--- src/rtl/uart_pkg.sv ---
// Shared UART definitions: FSM state encoding, baud divisor helper and the parity build switch.
// Build option: define UART_CORE_PARITY_EN to add an even-parity bit after the data bits.
package uart_pkg;

  typedef enum logic [2:0] {
    ST_IDLE   = 3'd0,
    ST_START  = 3'd1,
    ST_DATA   = 3'd2,
    ST_PARITY = 3'd3,
    ST_STOP   = 3'd4
  } uart_state_e;

`ifdef UART_CORE_PARITY_EN
  localparam bit PARITY_EN = 1'b1;
`else
  localparam bit PARITY_EN = 1'b0;
`endif

  // Clocks per oversample tick; never below 1 so the tick can run every clock.
  function automatic int unsigned baud_div(input int unsigned clk_hz,
                                           input int unsigned baud,
                                           input int unsigned os);
    int unsigned d;
    d = clk_hz / (baud * os);
    return (d < 1) ? 1 : d;
  endfunction

endpackage

--- src/rtl/uart_baud_tick.sv ---
// Free-running oversample tick: one-clock pulse every CLK_HZ/(BAUD*OVERSAMPLE) clocks.
module uart_baud_tick
  import uart_pkg::*;
#(
  parameter int unsigned CLK_HZ     = 100_000_000,
  parameter int unsigned BAUD       = 9600,
  parameter int unsigned OVERSAMPLE = 16
) (
  input  logic clk,
  input  logic rst_n,
  output logic tick
);

  localparam int unsigned DIV = baud_div(CLK_HZ, BAUD, OVERSAMPLE);
  localparam int CW = (DIV > 1) ? $clog2(DIV) : 1;
  localparam logic [CW-1:0] LAST = CW'(DIV - 1);

  logic [CW-1:0] cnt;

  always_ff @(posedge clk or negedge rst_n) begin
    if (!rst_n) begin
      cnt <= '0;
    end else if (cnt == LAST) begin
      cnt <= '0;
    end else begin
      cnt <= cnt + 1'b1;
    end
  end

  assign tick = (cnt == LAST);

endmodule

--- src/rtl/uart_core.sv ---
// Full-duplex UART: TX FIFO + serialiser, RX deserialiser with holding register and error pulses.
// Build option: UART_CORE_PARITY_EN inserts an even-parity bit on both directions.
module uart_core
  import uart_pkg::*;
#(
  parameter int unsigned CLK_HZ        = 100_000_000,
  parameter int unsigned BAUD          = 9600,
  parameter int unsigned OVERSAMPLE    = 16,
  parameter int unsigned DATA_BITS     = 8,
  parameter int unsigned STOP_BITS     = 1,
  parameter int unsigned TX_FIFO_DEPTH = 4
) (
  input  logic                 clk,
  input  logic                 rst_n,
  input  logic                 RsRx,
  output logic                 RsTx,
  input  logic [DATA_BITS-1:0] tx_data,
  input  logic                 tx_valid,
  output logic                 tx_ready,
  output logic [DATA_BITS-1:0] rx_data,
  output logic                 rx_valid,
  input  logic                 rx_ready,
  output logic                 frame_err,
  output logic                 overrun,
  output logic                 parity_err,
  output logic                 tx_busy
);

  // Handshakes: a word moves when valid && ready are both high on a rising clk edge;
  // valid never waits on ready, and rx_valid holds its word until that transfer.

  localparam int SCW = $clog2(OVERSAMPLE * STOP_BITS);
  localparam int BW  = $clog2(DATA_BITS);
  localparam int AW  = $clog2(TX_FIFO_DEPTH);
  localparam logic [SCW-1:0] HALF_LAST = SCW'(OVERSAMPLE / 2 - 1);
  localparam logic [SCW-1:0] BIT_LAST  = SCW'(OVERSAMPLE - 1);
  localparam logic [SCW-1:0] STOP_LAST = SCW'(OVERSAMPLE * STOP_BITS - 1);
  localparam logic [BW-1:0]  IDX_LAST  = BW'(DATA_BITS - 1);
  localparam logic [AW:0]    FULL      = (AW + 1)'(TX_FIFO_DEPTH);

  logic tick;

  uart_baud_tick #(
    .CLK_HZ    (CLK_HZ),
    .BAUD      (BAUD),
    .OVERSAMPLE(OVERSAMPLE)
  ) u_tick (
    .clk  (clk),
    .rst_n(rst_n),
    .tick (tick)
  );

  // ---------------- RX ----------------
  uart_state_e          rx_state;
  logic [1:0]           rx_sync;
  logic                 rx_line;
  logic [SCW-1:0]       rx_cnt;
  logic [BW-1:0]        rx_idx;
  logic [DATA_BITS-1:0] rx_shift;
  logic                 rx_par_bad;
  logic                 rx_commit;

  assign rx_line = rx_sync[1];

  always_ff @(posedge clk or negedge rst_n) begin
    if (!rst_n) begin
      rx_sync    <= 2'b11;
      rx_state   <= ST_IDLE;
      rx_cnt     <= '0;
      rx_idx     <= '0;
      rx_shift   <= '0;
      rx_par_bad <= 1'b0;
      rx_commit  <= 1'b0;
      rx_data    <= '0;
      rx_valid   <= 1'b0;
      frame_err  <= 1'b0;
      overrun    <= 1'b0;
    end else begin
      rx_sync   <= {rx_sync[0], RsRx};
      frame_err <= 1'b0;
      overrun   <= 1'b0;
      rx_commit <= 1'b0;
      // A commit always wins over a same-cycle read; overrun only if the old word was not taken.
      if (rx_commit) begin
        rx_data  <= rx_shift;
        rx_valid <= 1'b1;
        overrun  <= rx_valid & ~rx_ready;
      end else if (rx_valid && rx_ready) begin
        rx_valid <= 1'b0;
      end
      if (tick) begin
        case (rx_state)
          ST_IDLE: begin
            if (!rx_line) begin
              rx_state   <= ST_START;
              rx_cnt     <= '0;
              rx_par_bad <= 1'b0;
            end
          end
          ST_START: begin
            if (rx_cnt == HALF_LAST) begin
              rx_cnt   <= '0;
              rx_idx   <= '0;
              rx_state <= rx_line ? ST_IDLE : ST_DATA;
            end else begin
              rx_cnt <= rx_cnt + 1'b1;
            end
          end
          ST_DATA: begin
            if (rx_cnt == BIT_LAST) begin
              rx_cnt   <= '0;
              rx_shift <= {rx_line, rx_shift[DATA_BITS-1:1]};
              if (rx_idx == IDX_LAST) begin
                rx_state <= PARITY_EN ? ST_PARITY : ST_STOP;
              end else begin
                rx_idx <= rx_idx + 1'b1;
              end
            end else begin
              rx_cnt <= rx_cnt + 1'b1;
            end
          end
          ST_PARITY: begin
            if (rx_cnt == BIT_LAST) begin
              rx_cnt     <= '0;
              rx_par_bad <= rx_line ^ (^rx_shift);
              rx_state   <= ST_STOP;
            end else begin
              rx_cnt <= rx_cnt + 1'b1;
            end
          end
          ST_STOP: begin
            // Only the first stop bit is checked; returning to IDLE here allows back-to-back frames.
            if (rx_cnt == BIT_LAST) begin
              rx_cnt    <= '0;
              frame_err <= ~rx_line;
              rx_commit <= rx_line & ~rx_par_bad;
              rx_state  <= ST_IDLE;
            end else begin
              rx_cnt <= rx_cnt + 1'b1;
            end
          end
          default: rx_state <= ST_IDLE;
        endcase
      end
    end
  end

`ifdef UART_CORE_PARITY_EN
  logic rx_perr_q;

  always_ff @(posedge clk or negedge rst_n) begin
    if (!rst_n) begin
      rx_perr_q <= 1'b0;
    end else begin
      rx_perr_q <= tick && (rx_state == ST_STOP) && (rx_cnt == BIT_LAST) && rx_par_bad;
    end
  end

  assign parity_err = rx_perr_q;
`else
  assign parity_err = 1'b0;
`endif

  // ---------------- TX FIFO ----------------
  logic [DATA_BITS-1:0] fifo_mem [TX_FIFO_DEPTH];
  logic [AW-1:0]        wr_ptr, rd_ptr;
  logic [AW:0]          fifo_cnt;
  logic                 tx_push, tx_pop;

  uart_state_e          tx_state;
  logic [SCW-1:0]       tx_cnt;
  logic [BW-1:0]        tx_idx;
  logic [DATA_BITS-1:0] tx_shift;
  logic                 tx_par;

  assign tx_ready = (fifo_cnt != FULL);
  assign tx_push  = tx_valid & tx_ready;
  assign tx_pop   = tick && (fifo_cnt != '0) &&
                    ((tx_state == ST_IDLE) || ((tx_state == ST_STOP) && (tx_cnt == STOP_LAST)));
  assign tx_busy  = (tx_state != ST_IDLE) || (fifo_cnt != '0);

  always_ff @(posedge clk) begin
    if (tx_push) fifo_mem[wr_ptr] <= tx_data;
  end

  always_ff @(posedge clk or negedge rst_n) begin
    if (!rst_n) begin
      wr_ptr   <= '0;
      rd_ptr   <= '0;
      fifo_cnt <= '0;
    end else begin
      if (tx_push) wr_ptr <= wr_ptr + 1'b1;
      if (tx_pop)  rd_ptr <= rd_ptr + 1'b1;
      case ({tx_push, tx_pop})
        2'b10:   fifo_cnt <= fifo_cnt + 1'b1;
        2'b01:   fifo_cnt <= fifo_cnt - 1'b1;
        default: fifo_cnt <= fifo_cnt;
      endcase
    end
  end

  // ---------------- TX FSM ----------------
  always_ff @(posedge clk or negedge rst_n) begin
    if (!rst_n) begin
      tx_state <= ST_IDLE;
      tx_cnt   <= '0;
      tx_idx   <= '0;
      tx_shift <= '0;
      tx_par   <= 1'b0;
      RsTx     <= 1'b1;
    end else if (tick) begin
      case (tx_state)
        ST_IDLE: begin
          if (tx_pop) begin
            tx_shift <= fifo_mem[rd_ptr];
            tx_par   <= ^fifo_mem[rd_ptr];
            tx_cnt   <= '0;
            RsTx     <= 1'b0;
            tx_state <= ST_START;
          end
        end
        ST_START: begin
          if (tx_cnt == BIT_LAST) begin
            tx_cnt   <= '0;
            tx_idx   <= '0;
            RsTx     <= tx_shift[0];
            tx_state <= ST_DATA;
          end else begin
            tx_cnt <= tx_cnt + 1'b1;
          end
        end
        ST_DATA: begin
          if (tx_cnt == BIT_LAST) begin
            tx_cnt <= '0;
            if (tx_idx == IDX_LAST) begin
              RsTx     <= PARITY_EN ? tx_par : 1'b1;
              tx_state <= PARITY_EN ? ST_PARITY : ST_STOP;
            end else begin
              tx_idx   <= tx_idx + 1'b1;
              tx_shift <= tx_shift >> 1;
              RsTx     <= tx_shift[1];
            end
          end else begin
            tx_cnt <= tx_cnt + 1'b1;
          end
        end
        ST_PARITY: begin
          if (tx_cnt == BIT_LAST) begin
            tx_cnt   <= '0;
            RsTx     <= 1'b1;
            tx_state <= ST_STOP;
          end else begin
            tx_cnt <= tx_cnt + 1'b1;
          end
        end
        ST_STOP: begin
          // Chain straight into the next queued word so consecutive frames have no idle gap.
          if (tx_cnt == STOP_LAST) begin
            tx_cnt <= '0;
            if (tx_pop) begin
              tx_shift <= fifo_mem[rd_ptr];
              tx_par   <= ^fifo_mem[rd_ptr];
              RsTx     <= 1'b0;
              tx_state <= ST_START;
            end else begin
              tx_state <= ST_IDLE;
            end
          end else begin
            tx_cnt <= tx_cnt + 1'b1;
          end
        end
        default: tx_state <= ST_IDLE;
      endcase
    end
  end

endmodule
--- config.mk ---
export PLATFORM = sky130hd
export DESIGN_NAME = uart_core
export DESIGN_NICKNAME = d
export VERILOG_FILES = /design/src/rtl/uart_pkg.sv /design/src/rtl/uart_baud_tick.sv /design/src/rtl/uart_core.sv
export SDC_FILE = /design/constraint.sdc
export NUM_CORES = 1
export LEC_CHECK = 0
export CORE_MARGIN = 2
export CORE_UTILIZATION = 64
export DETAILED_ROUTE_END_ITERATION = 10
export GPL_TIMING_DRIVEN = 0
export PLACE_DENSITY = 0.84
export SYNTH_ARGS = -nofsm -noshare
export SYNTH_HDL_FRONTEND = slang
export SYNTH_SLANG_ARGS = --single-unit
--- constraint.sdc ---
create_clock -name clk -period 7.2 [get_ports clk]
set_input_delay 1.08 -clock clk [delete_from_list [all_inputs] [get_ports clk]]
set_output_delay 1.08 -clock clk [all_outputs]
set_load 0.005 [all_outputs]
==> key figures <==
Timing
  • Setup TNS: 0 ns
  • Setup violators final: 0
  • Pins Over Slew Limit: 0
  • Clock Skew: 0.0141 ns
  • RSZ-0062 raised after global routing: no
  • Fmax: 0.325 GHz
  • Post-route clock period utilization: 42.8%
  • Tmin final: 3.08 ns
  • Min Hold Slack: 0.362 ns
  • Final-report hold violation count: 0
  • Worst-margin pin slew: 0.864 ns
  • Slew headroom: 42.4%

Cells and area
  • Layout cells sized above 1: 14.5%
  • Commonest cells after routing, fill and taps aside: dfrtp_1 (66), edfxtp_1 (32), clkdlybuf4s50_1 (25)
  • Nets: 450
  • Final core occ: 74.3%
  • Commonest non-fill, non-tap cell in the layout: dfrtp_1
  • ANT cells: 0
  • P&R area growth vs syn: 12.4%

GRT
  • GRT overflow: 0
  • First-pass GRT wire length: 14400 um
  • Initial antenna violation count: 0
  • All-Layer GR Usage: 22.1%
  • Largest net degree at the start of global routing: 70
  • Vias in the first global route: 3138

Drt
  • Final wirelength: 8410 um
  • Via density: 5.99
  • DR WL/cell: 16.0 um
  • First drt pass iteration count: 5
  • ANT nets after route: 0
  • DRT iter0 DRCs: 171
  • Total number of vias: 3156
  • # DRC: 0

Power and ir drop
  • Pwr Density: 217 mW/mm^2
  • Peak supply drop: 0.000183 V
  • Lkg Pwr: 2.29 nW

Floorplan
  • Core Region: 0.00725 mm^2
  • Die Area: 0.00820 mm^2
  • Num rows: 31
  • Initial Util: 66.1%
  • # IOs: 28
  • Die height: 90.6 um
  • Die Span X: 90.6 um

Setup path
  • Worst Path Max Fanout: 10
  • Worst Setup Path Type: reg -> reg
  • Critical Path Max Stage Delay: 0.45 ns
  • Crit path required time: 7.51 ns
  • Crit path cell chain: inv_1, ha_1, nand4bb_4, or3_1, buf_2, buf_2, nor2_1, ha_1, inv_1, fa_1, xor2_1, nor2_1, xor2_1
  • R2R cell count: 13
  • Crit path DAT: 3.39 ns
  • Worst setup SP type: register
  • Setup crit end kind: register
  • CP max-delay cell: dfrtp_1

Synthesis
  • Seq/Total Area, Yosys: 56.1%
  • Syn Area/Cell: 12.4 um^2
  • Largest area contributor in the netlist: dfrtp_1
  • Net count after synthesis: 413
  • Synth Instances: 386
  • Top cells by area, synth: dfrtp_1 (34%), edfxtp_1 (20%), mux2_2 (4.7%)
  • Share of the synthesized area in the top cell type: 34.4%
  • Prevailing post-synth register cell: dfrtp_1
  • Number of synthesized flops with an enable pin: 32
  • Synthesis-stage register bit count: 101
  • Distinct cells, synth: 59
  • Ys async rst share: 68.3%
  • Synthesized area: 0.00480 mm^2
  • Synth Warn #: 0

Clock tree
  • Num CTS Buffers: 9
  • Sinks on Clock Net: 101
  • Clock transition at path regs: 0.11 ns
  • Root Buffer: clkbuf_8
  • Clock Latency Late Sink: 0.37 ns
  • Post_cts resized: 0
  • CTS tree: yes
  • CTS max path bufs: 2
  • Hold Buf Count CTS: 0
  • Setup bufs post-CTS: 0
  • Total number of H-tree levels: 3

Min path
  • HP Class: reg -> reg
  • Hold depth: 0

Flow run
  • Max Cap Violations: 0

Status
  • Status: finished clean

Place
  • HPWL after detailed placement: 5790 um
  • Routability cong.: 0.882
  • I/O Buffers: 26
==> state kept, by name (all words and copies together), names as in the netlist, 2 cells and up <==
| register | cells |
|---|---|
| fifo_cnt | 3 |
| fifo_mem | 32 |
| rd_ptr | 2 |
| rx_cnt | 4 |
| rx_data | 8 |
| rx_idx | 3 |
| rx_shift | 8 |
| rx_state | 3 |
| rx_sync | 2 |
| tx_cnt | 4 |
| tx_idx | 3 |
| tx_shift | 8 |
| tx_state | 3 |
| u_tick.cnt | 10 |
| wr_ptr | 2 |
==> critical path: cells and delay by family, from the launching register on <==
| family | cells | cell delay (ns) |
|---|---|---|
| buffers and inverters | 4 | 0.51 |
| AND/OR/NAND/NOR | 4 | 0.95 |
| adder cells (fa/ha/maj) | 3 | 0.81 |
| flip-flops | 1 | 0.45 |
| XOR/XNOR | 2 | 0.30 |
==> final cells by class <==
cell class,instances,area (um^2)
Timing Repair Buffer,26,258
Inverter,21,78.8
Sequential cell,101,2690
Clock inverter,7,88.8
Buffer,20,81.3
Clock buffer,9,124
Tap cell,99,124
Multi-Input combinational cell,244,1950
Fill cell,463,1860
==> through the flow <==
step | area, um^2 | instances | setup slack [ns] | power [mW]
final | 5390 | 527 | 4.12 | 1.17
after global routing | 5390 | 527 | 3.96 | 1.23
after global placement | 5180 | 511 | 2.80 | 0.813
after CTS | 5390 | 527 | 4.10 | 1.18
after floorplan | 4800 | 386 | 4.51 | 0.767
after detailed placement | 5180 | 511 | 4.12 | 0.823
==> Yosys cell counts, types with 2 or more instances <==
| cell | count |
|---|---|
| nand4_1 | 6 |
| and3_1 | 8 |
| nand3_1 | 16 |
| or2_2 | 2 |
| nand2_1 | 16 |
| nand2b_1 | 4 |
| xor2_1 | 7 |
| dfrtp_1 | 66 |
| o22a_1 | 2 |
| o31ai_1 | 2 |
| edfxtp_1 | 32 |
| a22o_1 | 3 |
| dfstp_2 | 3 |
| a21o_1 | 3 |
| nand4bb_4 | 2 |
| nor3_1 | 12 |
| o211a_1 | 2 |
| mux4_2 | 8 |
| or3b_2 | 3 |
| mux2_2 | 20 |
| mux2i_1 | 8 |
| o21ai_0 | 18 |
| nor4_1 | 4 |
| inv_1 | 21 |
| nor3b_1 | 4 |
| buf_1 | 3 |
| nor2b_1 | 3 |
| ha_1 | 13 |
| a21oi_1 | 9 |
| or3_1 | 4 |
| nor2_1 | 20 |
| a221oi_1 | 6 |
| o41ai_1 | 4 |
| buf_2 | 2 |
| clkbuf_1 | 14 |
| xnor2_1 | 13 |
==> report_power, final <==
part           leakage [nW]  internal [mW]  total (mW)  switching [mW]
registers              1.22          0.648       0.670          0.0215
logic                 0.962         0.0573       0.139          0.0814
clock network         0.106          0.141       0.363           0.222
==> per-layer routing <==
layer  global-route usage [%]  part of all wire, %
met1                     29.1                   44
met2                     36.3                   50
met3                     5.26                  4.6
met4                     7.56                  1.4
met5                        0                    0
==> path summary, 6_finish.rpt <==
kind,end,startpoint,slack (ns)
min in group asynchronous,u_tick.cnt[3],rst_n,0.80
max,fifo_cnt[2],u_tick.cnt[0],4.12
min reg2reg,rx_sync[1],rx_sync[0],0.36
max reg2reg,fifo_cnt[2],u_tick.cnt[0],4.12
max in group asynchronous,rd_ptr[1],rst_n,5.82
min,rx_sync[1],rx_sync[0],0.36
==> kinds of logic (layout without fill, tap and decap cells) <==
kind of cell,Yosys count,in the layout,synth area share [%]
compound gates,61,61,8.79
xor+xnor,21,21,4.12
fa+ha+maj,14,14,3.81
buf+inv,41,83,3.34
flops,101,101,56.1
mux,37,37,10.4
other cells,1,1,0.0782
simple gates,110,110,13.3
Note: power is estimated with default switching activity, not from simulation.
